## src/rtl/sfifo_reader.sv

```systemverilog
`default_nettype none
// ============================================================================
// Module   : sfifo_reader
// Function : Drains a burst of words from a synchronous FIFO into a
//            valid/ready stream through a 2-entry skid buffer.
// Revision : 1.0 - initial release
// ============================================================================
module sfifo_reader #(
    parameter int W  = 8,
    parameter int LW = 8
) (
    input  logic          clk,
    input  logic          rst,
    input  logic          start,
    input  logic [LW-1:0] burst_len,
    input  logic          fifo_empty,
    output logic          fifo_r,
    input  logic [W-1:0]  fifo_r_data,
    output logic          m_valid,
    input  logic          m_ready,
    output logic [W-1:0]  m_data,
    output logic          busy,
    output logic          done,
    output logic [LW-1:0] count
);

    typedef enum logic [1:0] {
        ST_IDLE  = 2'd0,
        ST_RUN   = 2'd1,
        ST_DRAIN = 2'd2
    } state_t;

    state_t        r_state;
    logic [LW-1:0] r_issue;
    logic [LW-1:0] r_len;
    logic [LW-1:0] r_count;
    logic          r_pend;
    logic          r_done;
    logic [1:0]    r_occ;
    logic [W-1:0]  r_buf [2];
    logic          r_wr_ptr;
    logic          r_rd_ptr;

    logic          w_pop;
    logic [2:0]    w_load;
    logic [1:0]    w_occ_next;

    assign m_valid    = (r_occ != 2'd0);
    assign m_data     = r_buf[r_rd_ptr];
    assign busy       = (r_state != ST_IDLE);
    assign done       = r_done;
    assign count      = r_count;
    assign w_pop      = m_valid & m_ready;

    // Occupancy the buffer will have after this edge; a read issued now
    // lands one cycle later, so it must fit on top of this value.
    assign w_load     = {1'b0, r_occ} + {2'b00, r_pend} - {2'b00, w_pop};
    assign w_occ_next = w_load[1:0];
    assign fifo_r     = (r_state == ST_RUN) && !fifo_empty &&
                        (r_issue != '0) && (w_load < 3'd2);

    always_ff @(posedge clk or posedge rst) begin
        if (rst) begin
            r_state  <= ST_IDLE;
            r_issue  <= '0;
            r_len    <= '0;
            r_count  <= '0;
            r_pend   <= 1'b0;
            r_done   <= 1'b0;
            r_occ    <= 2'd0;
            r_buf[0] <= '0;
            r_buf[1] <= '0;
            r_wr_ptr <= 1'b0;
            r_rd_ptr <= 1'b0;
        end else begin
            r_done <= 1'b0;
            r_pend <= fifo_r;
            r_occ  <= w_occ_next;

            if (r_pend) begin
                r_buf[r_wr_ptr] <= fifo_r_data;
                r_wr_ptr        <= ~r_wr_ptr;
            end
            if (w_pop) begin
                r_rd_ptr <= ~r_rd_ptr;
                if (r_count != r_len) begin
                    r_count <= r_count + LW'(1);
                end
            end

            case (r_state)
                ST_IDLE: begin
                    if (start) begin
                        if (burst_len != '0) begin
                            r_state <= ST_RUN;
                            r_issue <= burst_len;
                            r_len   <= burst_len;
                            r_count <= '0;
                        end else begin
                            r_done <= 1'b1;
                        end
                    end
                end
                ST_RUN: begin
                    if (fifo_r) begin
                        r_issue <= r_issue - LW'(1);
                        if (r_issue == LW'(1)) begin
                            r_state <= ST_DRAIN;
                        end
                    end
                end
                ST_DRAIN: begin
                    if ((w_occ_next == 2'd0) && !r_pend) begin
                        r_state <= ST_IDLE;
                        r_done  <= 1'b1;
                    end
                end
                default: r_state <= ST_IDLE;
            endcase
        end
    end

endmodule
`default_nettype wire

```

## config.mk

```make
export PLATFORM = sky130hd
export DESIGN_NAME = sfifo_reader
export DESIGN_NICKNAME = d
export VERILOG_FILES = /design/src/rtl/sfifo_reader.sv
export SDC_FILE = /design/constraint.sdc
export NUM_CORES = 1
export LEC_CHECK = 0
export ABC_AREA = 1
export ABC_CLOCK_PERIOD_IN_PS = 7530
export CAP_MARGIN = 40
export CORE_UTILIZATION = 41
export DETAILED_ROUTE_END_ITERATION = 12
export DONT_BUFFER_PORTS = 1
export HOLD_SLACK_MARGIN = 0.1
export PLACE_DENSITY_LB_ADDON = 0.25
export RECOVER_POWER = 100
export SETUP_SLACK_MARGIN = 0.15
export SLEW_MARGIN = 20
export SYNTH_ARGS = -nofsm -noshare
export SYNTH_HDL_FRONTEND = slang
export SYNTH_SLANG_ARGS = --single-unit
```

## constraint.sdc

```tcl
create_clock -name clk -period 7.53 [get_ports clk]
set_input_delay 1.506 -clock clk [delete_from_list [all_inputs] [get_ports clk]]
set_output_delay 1.506 -clock clk [all_outputs]
set_load 0.1 [all_outputs]
```

Word level (Yosys, flattened, before mapping)
Cells that the tools add are included.

Add/sub/neg operators: 4. $lt $le $gt $ge: 4. Equality and inequality tests: 9. Multiplexer cells: 25. Bitwise operators: 5. Reduce and logical (&&, ||, !) cells: 17.

Operators with widths (number): $mux 8 (12); $bwmux 16 (1); $pmux 8 s2 (1); $reduce_bool 8->1 (2); $mux 2 (5); $add 8x1->8 const B (1); $demux 8 s1 (1); $eq 8x1->1 const B (1); $ne 2x2->1 const B (4); $ne 8x8->1 (1); $sub 8x1->8 const B (1); $pmux 2 s3 (1); $reduce_bool 2->1 (3); $logic_and 1x1->1 (5); $reduce_and 5->1 (1); $ge 2x2->1 const B (2); $logic_not 2->1 (2); $not 1->2 (2); $reduce_and 4->1 (1); $add 2x1->3 (1); $lt 3x2->1 const B (1); $mux 1 (3); $reduce_and 3->1 (1); $sub 3x1->3 (1); 8 further kinds (10).

Flip-flop bits (word level): 48. Input port bits: 21. Output and inout port bits: 20. Logic and storage cells: 75.

Depth between registers and ports, before layout
Depth in word-level cells: 7. Gate-level depth with buffers: 15. Depth with buffers taken out: 15.

Least setup slack after synthesis
OpenSTA, ideal clock, no wires.

Path kind: input to output. Start point: in m_ready. End point: out fifo_r. Data arrival time: 3621 ps. Data required time: 6024 ps. Slack: 2403 ps. Stages on the path: 9. Path buffers: 0. Cell sequence: nand2_1 inv_2 ha_1 inv_1 ha_1 fa_1 nor3_4 nand3_2 inv_1.

Longest elaborated chain between the ends: 4.

Ends and longest elaborated chain: start: declaration (line 20) `input logic m_ready,`; $and 1x1->1 (line 53) `assign w_pop = m_valid & m_ready;`; $sub 3x1->3 (line 57) `assign w_load = {1'b0, r_occ} + {2'b00, r_pend} - {2'b00, w_pop};`; net w_load[1] (line 45) `logic [2:0] w_load;`; $lt 3x2->1 (line 60) `(r_issue != '0) && (w_load < 3'd2);`; $logic_and 1x1->1 (line 60); end: declaration (line 17) `output logic fifo_r,`.

The timed path passes the listed nets, and every way through them passes these cells.

Worst setup path after layout
Same ends and word-level chain as after synthesis.

==> results.py <==
metrics = {
    "status": {
        "status": "finished, final reports clean",
    },
    "logic_synthesis": {
        "avgSynthCellArea_um2": 8.19,
        "syn-num-nets": 349,
        "async_reset_ff_frac": 1.00,
        "yosysSeqAreaShare": 0.457,
        "syn_area_um2": 2630,
        "postSynthCellCount": 321,
        "synth_edf_count": 0,
        "ys_seq_elements": 48,
        "synth_flop_cell": "dfrtp_1",
        "ys_types": 32,
        "yosysWarnings": 0,
    },
    "floorplan": {
        "row_count": 28,
        "coreArea_um2": 6060,
        "die_h_um": 82.1,
        "die_w_um": 82.1,
        "initial_core_util": 0.434,
        "ios": 41,
        "design.die.area_um2": 6730,
    },
    "layout": {
        "nets": 368,
        "nFillCells": 616,
        "ff_latch_area_um2": 1200,
        "antenna-diode-count": 0,
        "multi_input_area_um2": 1140,
        "area_delta_synth_final_pct": 7.48,
        "drive_above_1_share": 0.0733,
    },
    "clock_network": {
        "post_cts_buffers": 0,
        "worstSkewPairLatency_ns": 0.30,
        "htree_levels": 2,
        "cts_tree": "built",
        "cts-resized-gates": 0,
        "clkTransAtPathRegs_ns": 0.09,
        "hold_buffers": 0,
        "cts_max_path_buffers": 2,
        "root_buffer": "clkbuf_8",
        "cts.sinks": 48,
        "cts_buffers": 5,
    },
    "global_route": {
        "globalRouteMet3Util": 0.0500,
        "grt_overflow": 0,
        "gr-max-usage-layer": "met2",
        "antenna_found_initial": 0,
        "grt_pass1_vias": 1910,
        "grt_pass1_wl_um": 8760,
        "track_usage": 0.173,
        "use_met1": 0.223,
        "use_met2": 0.274,
        "grt_max_degree": 28,
    },
    "setup_path": {
        "critPathLaunchType": "input pin",
        "worstPathArrival_ns": 3.78,
        "crit_required_ns": 6.02,
        "worstSetupPathType": "input pin to primary output",
        "end_kind": "primary output",
        "critPathMaxFanout": 7,
    },
    "routing": {
        "drc_errors": 0,
        "antenna_left": 0,
        "drt-initial-drc-count": 102,
        "wire_per_inst_um": 12.7,
        "vias": 2020,
        "routed_wl_um": 5290,
        "viasPerCell": 4.86,
        "drt-pass1-iter-count": 4,
    },
    "placement": {
        "port-buffer-count": 0,
        "gp_congestion": 0.752,
        "hpwl_um": 3890,
    },
    "sta": {
        "slew_violations": 0,
        "fin_crit_ns": 5.28,
        "worst_pin_slew_ns": 1.47,
        "setup_viol": 0,
        "post-route-period-util": 0.702,
        "fin_worst_skew_ns": 0.00444,
        "fmax_ghz": 0.189,
        "hold_viol": 0,
        "rsz0062_at_grt": "no",
        "slew_headroom": 0.0206,
        "fin_setup_tns_ns": 0,
    },
    "run": {
        "maxCapViolations": 0,
    },
    "min_path": {
        "hp-class": "register to register",
    },
}
-- kinds of logic after synthesis --
family / count (synthesis) / synth area share
fa+ha+maj: 7 / 0.0362
buf+inv: 57 / 0.0890
compound gates: 48 / 0.0948
xor+xnor: 7 / 0.0233
flops: 48 / 0.457
mux: 8 / 0.0343
simple gates: 146 / 0.265
-- metal layers --
layer  vias up  share of wire
met4         0          0.018
li1       1046              -
met3         9          0.043
met1       936           0.49
met2        29           0.45
met5         -              0
-- path summary, 6_finish.rpt --
kind / cells after the start / start / end / slack (ns)
worst min register to register: 2 / r_buf[6] / r_buf[6] / 0.49
worst min-delay path: 2 / r_buf[6] / r_buf[6] / 0.49
min in group asynchronous: 1 / rst / count[6] / 1.25
worst max-delay path: 9 / m_ready / fifo_r / 2.25
worst max register to register: 14 / r_occ[1] / r_issue[4] / 4.40
max in group asynchronous: 2 / rst / r_issue[7] / 4.45
-- sequential cells by signal (all words and copies together), names as in the netlist --
| signal | flops |
|---|---|
| r_buf | 16 |
| r_occ | 2 |
| r_rd_ptr | 1 |
| r_len | 8 |
| count | 8 |
| r_state | 2 |
| done | 1 |
| r_wr_ptr | 1 |
| r_issue | 8 |
| r_pend | 1 |
-- Yosys cell counts, types with 2 or more instances --
cell type | count | share of area
nor2_2 | 2 | 0.0048
a21oi_1 | 6 | 0.011
xor2_1 | 2 | 0.0067
or2_2 | 2 | 0.0048
nand2_4 | 5 | 0.021
nand2_1 | 88 | 0.13
o21bai_1 | 2 | 0.0057
xnor2_1 | 5 | 0.017
buf_6 | 2 | 0.0086
o21ai_1 | 5 | 0.0095
mux2_2 | 8 | 0.034
nand4_1 | 6 | 0.014
nor3_1 | 2 | 0.0038
inv_2 | 3 | 0.0043
o21ai_0 | 34 | 0.065
nand3_1 | 12 | 0.023
inv_1 | 47 | 0.067
nor2_1 | 21 | 0.030
ha_1 | 6 | 0.029
dfrtp_1 | 48 | 0.46
buf_2 | 4 | 0.0076
-- worst max-delay path, stage by stage --
cell	delay (ns)
nand2_1	0.08
inv_1	0.14
ha_1	0.31
inv_1	0.04
ha_1	0.18
fa_1	0.49
nor3_1	0.26
nand3_2	0.11
inv_1	0.65
-- stage by stage --
stage | hold slack (ns) | instances | setup WS (ns) | area (um^2) | util
floorplan | 0.448 | 321 | 2.40 | 2630 | -
global placement | 0.460 | 389 | 2.29 | 2680 | 0.441
detailed placement | 0.469 | 407 | 2.31 | 3000 | 0.495
CTS | 0.491 | 415 | 2.29 | 3090 | 0.510
global route | 0.512 | 416 | 2.11 | 2820 | 0.466
finish | 0.485 | 416 | 2.25 | 2820 | 0.466
-- cell type report --
class | instances | share of cell area
Timing Repair Buffer | 19 | 0.0390
Clock inverter | 2 | 0.00354
Inverter | 50 | 0.0665
Tap cell | 75 | 0.0332
Sequential cell | 48 | 0.425
Multi-Input combinational cell | 216 | 0.403
Clock buffer | 6 | 0.0292
-- cell usage in the layout, fill, tap and decap left out, types with 2 or more instances in the layout --
master	synthesis	final
nand4_1	6	7
a21oi_1	6	7
o21ai_0	34	39
buf_1	0	2
nand3_1	12	12
clkinv_2	0	2
o21bai_1	2	2
nand2_1	88	89
buf_6	2	5
nor2_2	2	2
inv_2	3	2
clkbuf_8	0	6
nor3_1	2	3
xor2_1	2	2
xnor2_1	5	5
dfrtp_1	48	48
mux2_1	0	8
inv_1	47	48
clkbuf_1	1	11
nand2_4	5	4
ha_1	6	6
nor2_1	21	22
Power is not shown: default switching activity piles up to over one toggle a cycle in this logic, so the estimate is an artifact.
